## config.mk

```make
export PLATFORM = sky130hd
export DESIGN_NAME = name_scan_ctrl_flat
export DESIGN_NICKNAME = d
export VERILOG_FILES = /design/src/rtl/name_scan_pkg.sv /design/src/rtl/name_scan_if.sv /design/src/rtl/scan_fifo.sv /design/src/rtl/name_scan_ctrl.sv /design/src/flat_wrapper.sv
export SDC_FILE = /design/constraint.sdc
export NUM_CORES = 1
export LEC_CHECK = 0
export CAP_MARGIN = 0
export CORE_MARGIN = 3
export CORE_UTILIZATION = 45
export CTS_BUF_LIST = sky130_fd_sc_hd__clkbuf_16
export CTS_CLUSTER_SIZE = 28
export DETAILED_ROUTE_END_ITERATION = 6
export GPL_TIMING_DRIVEN = 1
export PLACE_DENSITY = 0.66
export SYNTH_ARGS = -nofsm -noshare
export SYNTH_HDL_FRONTEND = slang
export SYNTH_SLANG_ARGS = --single-unit
```

## constraint.sdc

```tcl
create_clock -name clk -period 3.98 [get_ports clk]
set_input_delay 0.398 -clock clk [delete_from_list [all_inputs] [get_ports clk]]
set_output_delay 0.398 -clock clk [all_outputs]
set_load 0.01 [all_outputs]
```

## src/rtl/name_scan_pkg.sv

```systemverilog
// name_scan_pkg: shared FSM states, idle letter and FIFO entry type for the letter scan sequencer
package name_scan_pkg;
  typedef enum logic [2:0] {IDLE, CLEAR, SCAN, DRAIN, DONE} state_t;
  localparam logic [7:0] FILL_DEF = 8'h00;
  typedef struct packed {
    logic       last;
    logic [7:0] letter;
  } entry_t;
endpackage

```

## src/rtl/name_scan_if.sv

```systemverilog
// name_scan_if: valid/ready letter stream from the character source into the sequencer
interface name_scan_if;
  logic       in_valid;
  logic [7:0] in_letter;
  logic       in_last;
  logic       in_ready;
  modport master (output in_valid, in_letter, in_last, input in_ready);
  modport slave (input in_valid, in_letter, in_last, output in_ready);
endinterface

```

## src/rtl/scan_fifo.sv

```systemverilog
// scan_fifo: DEPTH-entry {last,letter} buffer with wrap-bit pointers and async reset
module scan_fifo import name_scan_pkg::*; #(
  parameter int DEPTH = 4
) (
  input  logic   clk,
  input  logic   rst,
  input  logic   push,
  input  entry_t din,
  output logic   full,
  input  logic   pop,
  output entry_t dout,
  output logic   empty
);
  localparam int AW = $clog2(DEPTH);
  entry_t mem [DEPTH];
  logic [AW:0] wp, rp;
  assign empty = wp == rp;
  assign full = (wp[AW] != rp[AW]) && (wp[AW-1:0] == rp[AW-1:0]);
  assign dout = mem[rp[AW-1:0]];
  always_ff @(posedge clk or posedge rst)
    if (rst) begin
      wp <= '0;
      rp <= '0;
    end else begin
      if (push && !full) wp <= wp + 1'b1;
      if (pop && !empty) rp <= rp + 1'b1;
    end
  always_ff @(posedge clk)
    if (push && !full) mem[wp[AW-1:0]] <= din;
endmodule

```

## src/rtl/name_scan_ctrl.sv

```systemverilog
// name_scan_ctrl: buffers messages, clears and feeds the letter detector, reports match positions and per-message totals
module name_scan_ctrl import name_scan_pkg::*; #(
  parameter int         DEPTH   = 4,
  parameter int         POS_W   = 8,
  parameter int         CNT_W   = 4,
  parameter int         DET_LAT = 1,
  parameter logic [7:0] FILL    = FILL_DEF
) (
  input  logic             clk,
  input  logic             rst,
  name_scan_if.slave       in_if,
  output logic             det_rst,
  output logic [7:0]       det_letter,
  input  logic             det_hit,
  output logic             match_valid,
  output logic [POS_W-1:0] match_pos,
  output logic             msg_done,
  output logic [CNT_W-1:0] match_count,
  output logic             underrun,
  output logic             busy
);
  localparam int DW = $clog2(DET_LAT + 1);
  state_t state, next;
  entry_t head;
  logic full, empty, pop;
  logic [POS_W-1:0] pos;
  logic [CNT_W-1:0] count;
  logic [DW-1:0] drain;
  logic [DET_LAT:0] real_line;
  logic [POS_W-1:0] tag_line [DET_LAT+1];
  scan_fifo #(.DEPTH(DEPTH)) u_fifo (
    .clk   (clk),
    .rst   (rst),
    .push  (in_if.in_valid),
    .din   (entry_t'({in_if.in_last, in_if.in_letter})),
    .full  (full),
    .pop   (pop),
    .dout  (head),
    .empty (empty)
  );
  assign in_if.in_ready = !full;
  assign pop = state == SCAN && !empty;
  assign busy = state != IDLE;
  assign msg_done = state == DONE;
  assign match_valid = det_hit && real_line[DET_LAT];
  assign match_pos = tag_line[DET_LAT];
  assign match_count = count + CNT_W'(match_valid && !(&count));
  always_comb begin
    next = state == IDLE  ? (empty ? IDLE : CLEAR)
         : state == CLEAR ? SCAN
         : state == SCAN  ? ((pop && head.last) ? DRAIN : SCAN)
         : state == DRAIN ? ((drain == DW'(DET_LAT - 1)) ? DONE : DRAIN)
         : IDLE;
  end
  always_ff @(posedge clk or posedge rst)
    if (rst) state <= IDLE;
    else state <= next;
  always_ff @(posedge clk or posedge rst)
    if (rst) begin
      det_rst <= 1'b1;
      det_letter <= FILL;
      pos <= '0;
      count <= '0;
      drain <= '0;
      underrun <= 1'b0;
      real_line <= '0;
      for (int i = 0; i <= DET_LAT; i++) tag_line[i] <= '0;
    end else begin
      det_rst <= next == CLEAR;
      det_letter <= pop ? head.letter : FILL;
      pos <= state == CLEAR ? '0 : pos + POS_W'(pop);
      count <= state == CLEAR ? '0 : match_count;
      drain <= state == DRAIN ? drain + 1'b1 : '0;
      underrun <= state == CLEAR ? 1'b0 : underrun || (state == SCAN && empty);
      real_line <= {real_line[DET_LAT-1:0], pop};
      tag_line[0] <= pos;
      for (int i = 1; i <= DET_LAT; i++) tag_line[i] <= tag_line[i-1];
    end
endmodule

```

## src/flat_wrapper.sv

```systemverilog
// flat-port wrapper written by rule: the top's interface ports become plain ports
module name_scan_ctrl_flat import name_scan_pkg::*;
#(
  parameter int         DEPTH   = 4,
  parameter int         POS_W   = 8,
  parameter int         CNT_W   = 4,
  parameter int         DET_LAT = 1,
  parameter logic [7:0] FILL    = FILL_DEF
)
  (clk, rst, det_rst, det_letter, det_hit, match_valid, match_pos, msg_done, match_count, underrun, busy, in_if_in_valid, in_if_in_letter, in_if_in_last, in_if_in_ready);
  name_scan_if in_if_i ();
  input  logic clk;
  input  logic rst;
  output logic det_rst;
  output logic [7:0] det_letter;
  input  logic det_hit;
  output logic match_valid;
  output logic [POS_W-1:0] match_pos;
  output logic msg_done;
  output logic [CNT_W-1:0] match_count;
  output logic underrun;
  output logic busy;
  input wire logic [$bits(in_if_i.in_valid)-1:0] in_if_in_valid;
  input wire logic [$bits(in_if_i.in_letter)-1:0] in_if_in_letter;
  input wire logic [$bits(in_if_i.in_last)-1:0] in_if_in_last;
  output wire logic [$bits(in_if_i.in_ready)-1:0] in_if_in_ready;
  assign in_if_i.in_valid = in_if_in_valid;
  assign in_if_i.in_letter = in_if_in_letter;
  assign in_if_i.in_last = in_if_in_last;
  assign in_if_in_ready = in_if_i.in_ready;
  name_scan_ctrl #(.DEPTH(DEPTH), .POS_W(POS_W), .CNT_W(CNT_W), .DET_LAT(DET_LAT), .FILL(FILL)) u_core (.clk(clk), .rst(rst), .in_if(in_if_i), .det_rst(det_rst), .det_letter(det_letter), .det_hit(det_hit), .match_valid(match_valid), .match_pos(match_pos), .msg_done(msg_done), .match_count(match_count), .underrun(underrun), .busy(busy));
endmodule
```

# Yosys cells after proc, flatten, opt, wreduce, memory -nomap -nowiden
# Memory sizes are Yosys's and may differ from the RTL's.
# Cells that the tools add are included.
word_totals:
  output_inout_bits: 26
  ram_bits: 36
  ff_bits: 50
  wordCells: 55
  mem_count: 1
op_classes:
  mux: 14
  eq_ne: 8
  n_addsub: 5
  reduce_logical: 15
memory_table:
  columns: ["memory", "depth", "word_bits", "rd", "rd_ports_with_merged_regs", "wr", "line", "source"]
  rows:
  - ["u_core.u_fifo.mem", 4, 9, 1, 0, 1, "scan_fifo.sv:15", "entry_t mem [DEPTH];"]
op_table:
  columns: ["operator", "n"]
  rows:
  - ["8-bit 2-to-1 mux", 2]
  - ["3-bit 2-to-1 mux", 5]
  - ["8-bit by 1-bit adder with 8-bit output", 1]
  - ["1-bit logical AND", 8]
  - ["3-bit by 1-bit adder with 3-bit output, second input constant", 2]
  - ["3-bit by 1-bit == test with 1-bit output, second input constant", 2]
  - ["3-bit by 2-bit == test with 1-bit output, second input constant", 2]
  - ["1-bit 2-to-1 mux", 6]
  - ["4-bit by 1-bit adder with 4-bit output", 1]
  - ["4-bit 2-to-1 mux", 1]
  - ["4-bit AND reduction", 1]
  - ["3-bit == test", 1]
  - ["3-bit == test, second input constant", 1]
  - ["1-bit zero test", 3]
  - ["3-bit zero test", 1]
  - ["3-bit nonzero test", 1]
  - ["2-bit == test", 1]
  - ["1-bit adder, second input constant", 1]
  - ["1-bit logical OR", 1]
  - ["1-bit inequality test", 1]

# Longest topological paths before layout
logic_depth:
  word_depth: 9
  depth_mapped: 8

# Hierarchy
# Synthesis repeated with hierarchy kept, for this count alone.
hier_totals:
  cells_unflattened: 226
  hier_area_um2: 3415.8
modules_own_cells:
  columns: ["module", "seq_area_each_um2", "cells_each", "n_inst", "area_each_um2"]
  rows:
  - ["scan_fifo", 1231.2, 97, 1, 1799.2]
  - ["name_scan_ctrl", 1102.3, 129, 1, 1616.6]

# Worst setup path after synthesis
# No wires, ideal clock.
synth_path:
  path_kind: "flip-flop to flip-flop"
  startpoint: "register u_core.u_fifo.rp[2]"
  endpoint: "register u_core.pos[6]"
  required_ns: 3.858
  n_path_buf: 0
  setup_slack_ns: 2.122
  path_stages_with_launch: 9
  t_arrival_ns: 1.736
  setup_time_ns: 0.122
  cell_sequence: "dfrtp_1 > xor2_2 > o31ai_4 > inv_1 > and2_1 > ha_1 > nand3_1 > xor2_1 > nor2_1"
synth_via:
  elab_chain_len: 5
synth_rtl:
  columns: ["item", "line", "source"]
  rows:
  - ["start, declared", "scan_fifo.sv:16", "logic [AW:0] wp, rp;"]
  - ["start signal, assigned", "scan_fifo.sv:26", "if (pop && !empty) rp <= rp + 1'b1;"]
  - ["3-bit == test", "scan_fifo.sv:17", "assign empty = wp == rp;"]
  - ["1-bit zero test", "name_scan_ctrl.sv:42", "assign pop = state == SCAN && !empty;"]
  - ["1-bit logical AND", "name_scan_ctrl.sv:42", null]
  - ["via u_core.pop", "name_scan_ctrl.sv:25", "logic full, empty, pop;"]
  - ["8-bit by 1-bit adder with 8-bit output", "name_scan_ctrl.sv:71", "pos <= state == CLEAR ? '0 : pos + POS_W'(pop);"]
  - ["8-bit 2-to-1 mux", "name_scan_ctrl.sv:71", null]
  - ["end signal, assigned", "name_scan_ctrl.sv:71", null]
  - ["end, declared", "name_scan_ctrl.sv:26", "logic [POS_W-1:0] pos;"]
# The timed path passes the listed nets, and every way through them passes these cells.
# A chain may end at the register's enable or synchronous reset.

# Worst setup path after layout
layout_path:
  startpoint: "input port det_hit"
  endpoint: "output port match_count[2]"
layout_via:
  elab_chain_len: 3
layout_rtl:
  columns: ["item", "line", "source"]
  rows:
  - ["start, declared", "flat_wrapper.sv:16", "input logic det_hit;"]
  - ["1-bit logical AND", "name_scan_ctrl.sv:45", "assign match_valid = det_hit && real_line[DET_LAT];"]
  - ["1-bit logical AND", "name_scan_ctrl.sv:47", "assign match_count = count + CNT_W'(match_valid && !(&count));"]
  - ["4-bit by 1-bit adder with 4-bit output", "name_scan_ctrl.sv:47", null]
  - ["end, declared", "flat_wrapper.sv:20", "output logic [CNT_W-1:0] match_count;"]
# Every way passes these cells.

==> metrics <==
initial antenna violation count=0; crit path DAT=approximately 2.2 ns; CTS tree=yes; Reg power frac=0.464; Via density=about 4.8; Mapped Nets=223; Startpoint Class=input pin; synth-to-layout area growth=21.6%; DRT iter0 DRCs=34; via count=1654; Worst Path Max Fanout=2; Post-Syn Instances=202; Sw Pwr=0.835 mW; Rows=30; die height=between 90 and 100 um; final setup vio count=0; Tightest Pin Transition=between 0.9 and 1 ns; clock slew at reported path FFs=roughly 0.05 ns; Synth Flop Type=dfrtp_1; Clk Tree Root Cell=clkbuf_16; dpl hpwl=3.07 mm; post-route cell area=4010 um2; Synthesis Warnings=0; setup TNS=0 ns; Sw Share=0.294; CTS-repair resized insts=0; Leak=1.67 nW; WP data required=about 3.6 ns; routed wire length=4.69 mm; Hold/Removal Path Class=reg -> reg; Filler Cells Inserted=approximately 540; Period minus WS final=roughly 2.6 ns; Slew Limit Fails=0; Clock Sinks=86; GR Util All Layers=0.123; Worst slew margin=0.342; Post-DP Area=about 3700 um2; largest net degree at the start of global routing=between 50 and 60; clock skew=about 0.007 ns; CTS H-tree depth=3; Core Util, Final=0.577; CP endpoint kind=output pin; Storage cell area=2330 um2; routability-driven placement congestion ratio=0.720; 1st-pass router iterations=4; Fin. Hold Viols=0; Peak Freq=between 0.3 and 0.4 GHz; drt drc=0; area of the multi-input gates=858 um2; final worst path period share=0.652; core area=6940 um2; Clock power frac=0.266; asr flop ratio synth=0.581; Max IR drop VDD=slightly below 0.0003 V; syn avg cell area=16.3 um2; clock latency at the later pin of the worst-skew pair=0.33 ns; vias in the first global route=about 1600; WL/cell=about 14 um; clk buf depth=2; Die ar.=8390 um2; total gr overflow=0; crit path kind=in -> out; Yosys reg bits=86; CTS Hold Bufs=0; first-pass GRT wire length=7.74 mm; P_int=roughly 2.0 mW; post-synthesis sequential area ratio=0.708; Max-Cap Viols=0; Nets=262; Initial Utilization=0.475; port bufs=38; Setup Fix Bufs, Post-CTS=0; synth unique cells=31; number of flops mapped to enable cells by yosys=36; Combinational Power Share=0.270; Hold WS=0.347 ns; share of layout cells above drive strength 1=0.0854; Antenna diodes=0; outcome=finished clean; Synth Cell Area=around 3300 um2; I/O pins=39; RSZ-0062 raised after global routing=no; Die W=91.6 um; Num CTS Buffers=9; Antenna Nets Post-Route=0; PD cells=710 nW/um2
-- per-layer routing --
metal / vias to the layer above / track usage / wire (um)
li1: 794 / - / -
met1: 811 / 0.140 / 2010
met2: 43 / 0.206 / 2370
met3: 6 / 0.0406 / 252
met4: 0 / 0.0641 / 56
met5: - / 0 / 0
-- cell usage in the layout (no fill, tap or decap), types with 8 or more instances in the layout --
master | Yosys | final
and2_1 | 12 | 12
inv_1 | 7 | 8
nor2_1 | 9 | 9
clkdlybuf4s50_1 | 0 | 38
mux4_1 | 8 | 8
dfrtp_1 | 49 | 49
edfxtp_1 | 36 | 36
clkbuf_16 | 0 | 10
ha_1 | 8 | 8
nor2b_1 | 9 | 9
-- worst max-delay path, stage by stage --
cell	delay, ns
clkdlybuf4s50_1	0.46
nand2_1	0.07
a41oi_1	0.16
ha_1	0.19
ha_1	0.16
xor2_1	0.19
clkdlybuf4s50_1	0.57
-- registers in the layout, indices dropped and copies added, names as in the netlist, 4 cells and up --
name / count
u_core.count: 4
u_core.pos: 8
u_core.match_pos: 8
u_core.tag_line: 8
u_core.u_fifo.mem: 36
u_core.det_letter: 8
-- stage by stage --
stage	std cells	setup WS (ns)	power, mW
finish	342	1.38	2.85
global route	342	1.24	3.03
CTS	342	1.37	2.89
detailed placement	326	1.38	2.13
global placement	326	1.44	2.11
floorplan	202	2.12	1.86
-- cells in the mapped netlist (all sizes together), types with 3 or more instances --
| master | count | area share |
|---|---|---|
| a21oi | 3 | 0.0046 |
| and2 | 12 | 0.023 |
| buf | 11 | 0.024 |
| dfrtp | 49 | 0.37 |
| edfxtp | 36 | 0.33 |
| ha | 8 | 0.030 |
| inv | 7 | 0.0080 |
| mux4 | 9 | 0.071 |
| nand2 | 7 | 0.0080 |
| nand3 | 7 | 0.011 |
| nor2 | 9 | 0.010 |
| nor2b | 9 | 0.017 |
| nor3 | 5 | 0.0076 |
| o31ai | 3 | 0.011 |
| xnor2 | 6 | 0.016 |
| xor2 | 8 | 0.024 |
-- worst paths after layout --
| path | endpoint | startpoint | cells past startpoint | slack [ns] |
|---|---|---|---|---|
| worst min register to register | u_core.match_pos[4] | u_core.tag_line[12] | 0 | 0.35 |
| min in group asynchronous | u_core.u_fifo.wp[1] | rst | 2 | 0.62 |
| worst max-delay path | match_count[2] | det_hit | 7 | 1.38 |
| max in group asynchronous | u_core.u_fifo.wp[2] | rst | 2 | 2.74 |
| worst min-delay path | u_core.match_pos[4] | u_core.tag_line[12] | 0 | 0.35 |
| worst max register to register | u_core.pos[6] | u_core.u_fifo.rp[0] | 9 | 1.64 |
-- power by group through the flow --
stage / Combinational, mW / Clock (mW) / Sequential (mW)
2_1_floorplan: 0.575 / 0 / 1.28
3_3_place_gp: 0.772 / 0 / 1.34
3_5_place_dp: 0.787 / 0 / 1.34
4_1_cts: 0.790 / 0.777 / 1.33
5_1_grt: 0.862 / 0.816 / 1.35
6_report: 0.768 / 0.758 / 1.32
-- cell type report --
cell class	instances	share of cell area
multi-input cells	98	0.214
clock inverters	6	0.00750
clock buffers	10	0.0625
flip-flops and latches	86	0.582
repair buffers	39	0.0968
inverters	7	0.00656
well taps	96	0.0300
-- cells by family after synthesis --
kind of cell | synth area share
XOR/XNOR | 0.0395
adder cells (fa/ha/maj) | 0.0304
AO/OA/AOI/OAI | 0.0254
flip-flops | 0.708
buffers and inverters | 0.0315
multiplexers | 0.0771
AND/OR/NAND/NOR | 0.0881
No activity file was read; power rests on OpenSTA's default activity.
